**src/rtl/demux_7_router_pkg.sv**
```systemverilog
// Shared definitions for the 1-to-7 route demultiplexer: lane count, route FSM
// encoding and select normalisation.
package demux_7_router_pkg;

  localparam int unsigned NumLanes = 7;
  localparam int unsigned SelW     = 3;

  typedef logic [1:0] state_t;

  localparam state_t StRun    = 2'd0;
  localparam state_t StDrain  = 2'd1;
  localparam state_t StSwitch = 2'd2;

  // Select code 7 has no lane of its own; it aliases onto the last lane.
  function automatic logic [SelW-1:0] norm_lane(input logic [SelW-1:0] sel);
    return (sel == 3'd7) ? 3'd6 : sel;
  endfunction

endpackage

```
**src/rtl/stream_reg_1.sv**
```systemverilog
// One-entry valid/ready pipeline register with full-throughput pass-through:
// a beat may be accepted in the same cycle the held beat drains.
module stream_reg_1 #(
  parameter int unsigned Width = 1
) (
  input  logic             clk,
  input  logic             rst_n,
  input  logic [Width-1:0] in_data_i,
  input  logic             in_valid_i,
  output logic             in_ready_o,
  output logic [Width-1:0] out_data_o,
  output logic             out_valid_o,
  input  logic             out_ready_i
);

  logic             full_q, full_d;
  logic [Width-1:0] data_q, data_d;
  logic             in_fire;

  assign in_ready_o  = !full_q || out_ready_i;
  assign in_fire     = in_valid_i && in_ready_o;
  assign out_valid_o = full_q;
  assign out_data_o  = data_q;

  always_comb begin
    full_d = full_q;
    data_d = data_q;
    if (in_fire) begin
      full_d = 1'b1;
      data_d = in_data_i;
    end else if (out_ready_i) begin
      full_d = 1'b0;
    end
  end

  always_ff @(posedge clk or negedge rst_n) begin
    if (!rst_n) begin
      full_q <= 1'b0;
      data_q <= '0;
    end else begin
      full_q <= full_d;
      data_q <= data_d;
    end
  end

endmodule

```
**src/rtl/demux_7_router.sv**
```systemverilog
// Steers one valid/ready stream onto one of seven lanes; route changes wait for
// the buffered beat to drain so nothing is lost or sent down the wrong lane.
module demux_7_router
  import demux_7_router_pkg::*;
#(
  parameter int unsigned Width = 1
) (
  input  logic                clk,
  input  logic                rst_n,
  input  logic [Width-1:0]    din_i,
  input  logic                din_valid_i,
  output logic                din_ready_o,
  output logic [Width-1:0]    dout_o,
  output logic [NumLanes-1:0] dout_valid_o,
  input  logic [NumLanes-1:0] dout_ready_i,
  input  logic [SelW-1:0]     cfg_sel_i,
  input  logic                cfg_req_i,
  output logic                cfg_ack_o,
  output logic [SelW-1:0]     cur_sel_o
);

  state_t                state_q, state_d;
  logic [SelW-1:0]       sel_q, sel_d;
  logic [SelW-1:0]       pend_q, pend_d;
  logic [SelW-1:0]       sel_n;
  logic                  run;
  logic                  lane_ready;
  logic                  reg_in_ready;
  logic                  reg_full;
  logic [NumLanes-1:0]   lane_onehot;

  assign run        = (state_q == StRun);
  assign sel_n      = norm_lane(cfg_sel_i);
  assign lane_ready = dout_ready_i[sel_q];

  stream_reg_1 #(
    .Width (Width)
  ) u_out_reg (
    .clk         (clk),
    .rst_n       (rst_n),
    .in_data_i   (din_i),
    .in_valid_i  (din_valid_i && run),
    .in_ready_o  (reg_in_ready),
    .out_data_o  (dout_o),
    .out_valid_o (reg_full),
    .out_ready_i (lane_ready)
  );

  always_comb begin
    lane_onehot        = '0;
    lane_onehot[sel_q] = 1'b1;
  end

  assign dout_valid_o = reg_full ? lane_onehot : '0;
  assign din_ready_o  = run && reg_in_ready;
  assign cfg_ack_o    = (state_q == StSwitch);
  assign cur_sel_o    = sel_q;

  always_comb begin
    state_d = state_q;
    sel_d   = sel_q;
    pend_d  = pend_q;
    unique case (state_q)
      StRun: begin
        // A beat accepted alongside the request still belongs to the old route.
        if (cfg_req_i) begin
          pend_d  = sel_n;
          state_d = (sel_n == sel_q) ? StSwitch : StDrain;
        end
      end
      StDrain: begin
        if (!reg_full) state_d = StSwitch;
      end
      StSwitch: begin
        sel_d   = pend_q;
        state_d = StRun;
      end
      default: state_d = StRun;
    endcase
  end

  always_ff @(posedge clk or negedge rst_n) begin
    if (!rst_n) begin
      state_q <= StRun;
      sel_q   <= '0;
      pend_q  <= '0;
    end else begin
      state_q <= state_d;
      sel_q   <= sel_d;
      pend_q  <= pend_d;
    end
  end

endmodule

```
**config.mk**
```make
export PLATFORM = sky130hd
export DESIGN_NAME = demux_7_router
export DESIGN_NICKNAME = d
export VERILOG_FILES = /design/src/rtl/demux_7_router_pkg.sv /design/src/rtl/stream_reg_1.sv /design/src/rtl/demux_7_router.sv
export SDC_FILE = /design/constraint.sdc
export NUM_CORES = 1
export LEC_CHECK = 0
export ABC_AREA = 1
export CAP_MARGIN = 10
export CORE_ASPECT_RATIO = 0.8
export CORE_UTILIZATION = 36
export CTS_CLUSTER_SIZE = 20
export DETAILED_ROUTE_END_ITERATION = 8
export PLACE_DENSITY_LB_ADDON = 0.3
export RECOVER_POWER = 100
export SLEW_MARGIN = 30
export SYNTH_ARGS = -nofsm -noshare
export SYNTH_HDL_FRONTEND = slang
export SYNTH_SLANG_ARGS = --single-unit
```
**constraint.sdc**
```tcl
create_clock -name clk -period 1.15 [get_ports clk]
set_clock_uncertainty 0.1 [all_clocks]
set_input_delay 0.115 -clock clk [delete_from_list [all_inputs] [get_ports clk]]
set_output_delay 0.115 -clock clk [all_outputs]
set_load 0.03 [all_outputs]
```
==> flow_metrics.py <==
metrics = {
    "yosys": {
        "yosysWarnings": 0,
        "synth_top_cell_area_share": 0.402,
        "synth-xor-area-share": 0.0281,
        "yosys-mux-area-fraction": 0,
        "synth-compound-area-share": 0.0944,
        "ys_seq_area_frac": 0.402,
        "synthAdderAreaFrac": 0,
        "synth-simple-area-share": 0.367,
        "postSynthCellCount": 93,
        "synth_top_family_by_area": "simple AND/OR/NAND/NOR gates",
        "synth_top_cell_by_area": "dfrtp_1",
        "synth_cell_types": 17,
        "synth_area_leaders": "dfrtp_1 40%, nand2_1 17%, nor2_1 8.4%",
        "synth_area_per_cell_um2": 6.70,
        "synth_seq_cells": 10,
        "netlist_area_um2": 623,
        "syn_nets": 108,
    },
    "finish": {
        "layout_commonest_cell": "nand2_1",
        "num_antenna_cells": 0,
        "drive_gt1_frac": 0.537,
        "mostFrequentLayoutCells": "24 x nand2_1, 19 x buf_6, 15 x buf_4",
        "syn2layout_area_growth_pct": 113,
        "final_net_count": 165,
    },
    "timing": {
        "tightest_slew_ns": 0.556,
        "clock.fmax_mhz": 581,
        "maxSlewHeadroom": 0.629,
        "timing.final.ws_setup_ns": -0.571,
        "final.period_utilization": 1.50,
        "slew_violations": 0,
        "rsz0062_at_grt": "yes",
        "hold_violations": 0,
        "whs_ns": 0.242,
        "setup_viol": 17,
        "min_period_ns": 1.72,
    },
    "floorplanning": {
        "dieArea_um2": 1900,
        "initial_utilization": 0.383,
        "dieHeight_um": 39.2,
        "pin_count": 28,
        "rows": 13,
        "core_um2": 1630,
        "dieWidth_um": 48.5,
    },
    "cts": {
        "clkSinkCount": 10,
        "numCtsBuffers": 3,
        "cts_tree": "done",
        "htreeDepth": 1,
        "cts_root_buffer": "clkbuf_4",
        "cts_buffer_depth": 2,
        "holdBufCountCts": 0,
        "clock_latency_ns": 0.27,
        "path_clk_slew_ns": 0.07,
    },
    "setup_path": {
        "cp_slowest_cell": "dfrtp_2",
        "critPathKind": "flop to primary output",
        "ff2ff_path_depth": 9,
        "r2r_slack_ns": -0.36,
        "crit_path_max_fanout": 6,
        "critPathMaxStageDelay_ns": 0.48,
        "cp.required_ns": 0.94,
        "start_kind": "flop",
        "arrival_ns": 1.51,
        "end_kind": "primary output",
        "crit_chain": "inv_4 -> nand2_2 -> o21ai_2 -> nor2_4 -> a21oi_4 -> buf_6",
        "reg2reg_from": "cur_sel_o[0]$_DFFE_PN0P_",
        "r2r-end": "u_out_reg.out_data_o$_DFFE_PN0P_",
        "crit_path_end": "din_ready_o",
        "worstSetupStartpoint": "cur_sel_o[0]$_DFFE_PN0P_",
    },
    "power": {
        "pwr_density_cell_nw_per_um2": 2880,
        "power.leakage_nw": 0.636,
        "vdd_ir_drop_max_mv": 1.86,
    },
    "routing": {
        "num_vias": 839,
        "drt-vias-per-instance": 4.91,
        "drtAntennaViolNets": 0,
        "route.detailed.drc": 0,
        "drt-pass1-iter-count": 4,
        "routed_wirelength_um": 2440,
        "wl_per_cell_um": 14.3,
        "drt_iter0_drc": 10,
    },
    "run_status": {
        "violations": "negative setup slack",
        "status": "finished with violations",
    },
    "global_route": {
        "antenna_found_initial": 0,
        "gr-total-overflow": 0,
        "grt_pass1_vias": 701,
        "grt_pass1_wl_um": 2840,
        "grtUsageTotal": 0.201,
        "grt_max_degree": 11,
    },
    "placement": {
        "place_hpwl_um": 1230,
        "place_congestion": 0.781,
        "port_buffers": 27,
        "place_ws_ns": -0.299,
    },
    "job": {
        "maxCapViolations": 0,
    },
    "worst_hold_path": {
        "hp-class": "input pin to async pin",
    },
}
-- cell type report --
cell class / count / area (um^2)
Tap cell: 22 / 27.5
Inverter: 18 / 75.1
Timing Repair Buffer: 52 / 490
Fill cell: 89 / 297
Clock buffer: 4 / 36.3
Sequential cell: 10 / 254
Multi-Input combinational cell: 65 / 447
-- cell usage after synthesis --
| master | n |
|---|---|
| a21boi_1 | 1 |
| o211ai_1 | 1 |
| nand2_2 | 3 |
| o21ai_1 | 1 |
| nand2_1 | 29 |
| nand3_1 | 4 |
| xor2_1 | 2 |
| o21ai_0 | 3 |
| nor2_1 | 14 |
| nor2_2 | 1 |
| nand2_4 | 1 |
| nor2_4 | 1 |
| dfrtp_1 | 10 |
| inv_1 | 13 |
| o21ai_2 | 1 |
| a21oi_1 | 3 |
| inv_2 | 5 |
-- sequential cells by signal (all words and copies together) (netlist names) --
register,count
pend_q,3
state_q,2
u_out_reg.out_valid_o,1
u_out_reg.out_data_o,1
cur_sel_o,3
-- worst min path at each step --
stage               start                                 to  slack, ns  depth (start not counted)
floorplan           rst_n           cur_sel_o[0]$_DFFE_PN0P_      -0.28                          0
global placement    rst_n  u_out_reg.out_valid_o$_DFFE_PN0P_       0.32                          2
detailed placement  rst_n  u_out_reg.out_valid_o$_DFFE_PN0P_       0.32                          2
CTS                 rst_n              pend_q[2]$_DFFE_PN0P_       0.04                          2
global route        rst_n  u_out_reg.out_valid_o$_DFFE_PN0P_       0.31                          2
finish              rst_n  u_out_reg.out_valid_o$_DFFE_PN0P_       0.24                          2
-- metal layers --
layer  share of wire  vias to the layer above  wire length [um]  global-route usage
met5               0                        -                 0                   0
met4           0.039                        0                96              0.0588
met3           0.049                       12               119              0.0431
met2            0.53                       38              1290               0.401
met1            0.38                      394               930               0.221
li1                -                      395                 -                   -
-- stage by stage --
stage	instances	util	TNS (ns)	instance area (um^2)	power, mW
finish	171	0.818	-5.17	1330	3.83
global placement	154	0.637	-1.35	1040	2.50
CTS	166	0.767	-3.90	1250	3.40
global route	171	0.818	-5.95	1330	4.04
floorplan	93	-	-0.998	681	1.86
detailed placement	154	0.637	-1.57	1040	2.54
-- kinds of logic after synthesis --
group,count (synthesis)
DFF,10
and+or+nand+nor,53
AOI/OAI and AO/OA,10
buffers and inverters,18
xor gates and xnor gates,2
-- repair_timing --
| action | in CTS | in global routing |
|---|---|---|
| pin swaps | 7 | 9 |
| gates resized for setup | 32 | 17 |
| buffers inserted | 8 | 5 |
| setup endpoints to repair | 15 | 19 |
-- power breakdown --
part           switching [mW]  leakage [nW]  internal (mW)
clock                   0.124        0.0210          0.192
combinational            1.49         0.493           1.24
sequential              0.249         0.122          0.528
-- critical path: cells and delay by family (launching register included) --
kind	cells	cell delay, ns
DFF	1	0.48
buffers and inverters	2	0.25
and+or+nand+nor	2	0.14
AOI/OAI and AO/OA	2	0.37
Note: power is estimated with default switching activity, not from simulation.
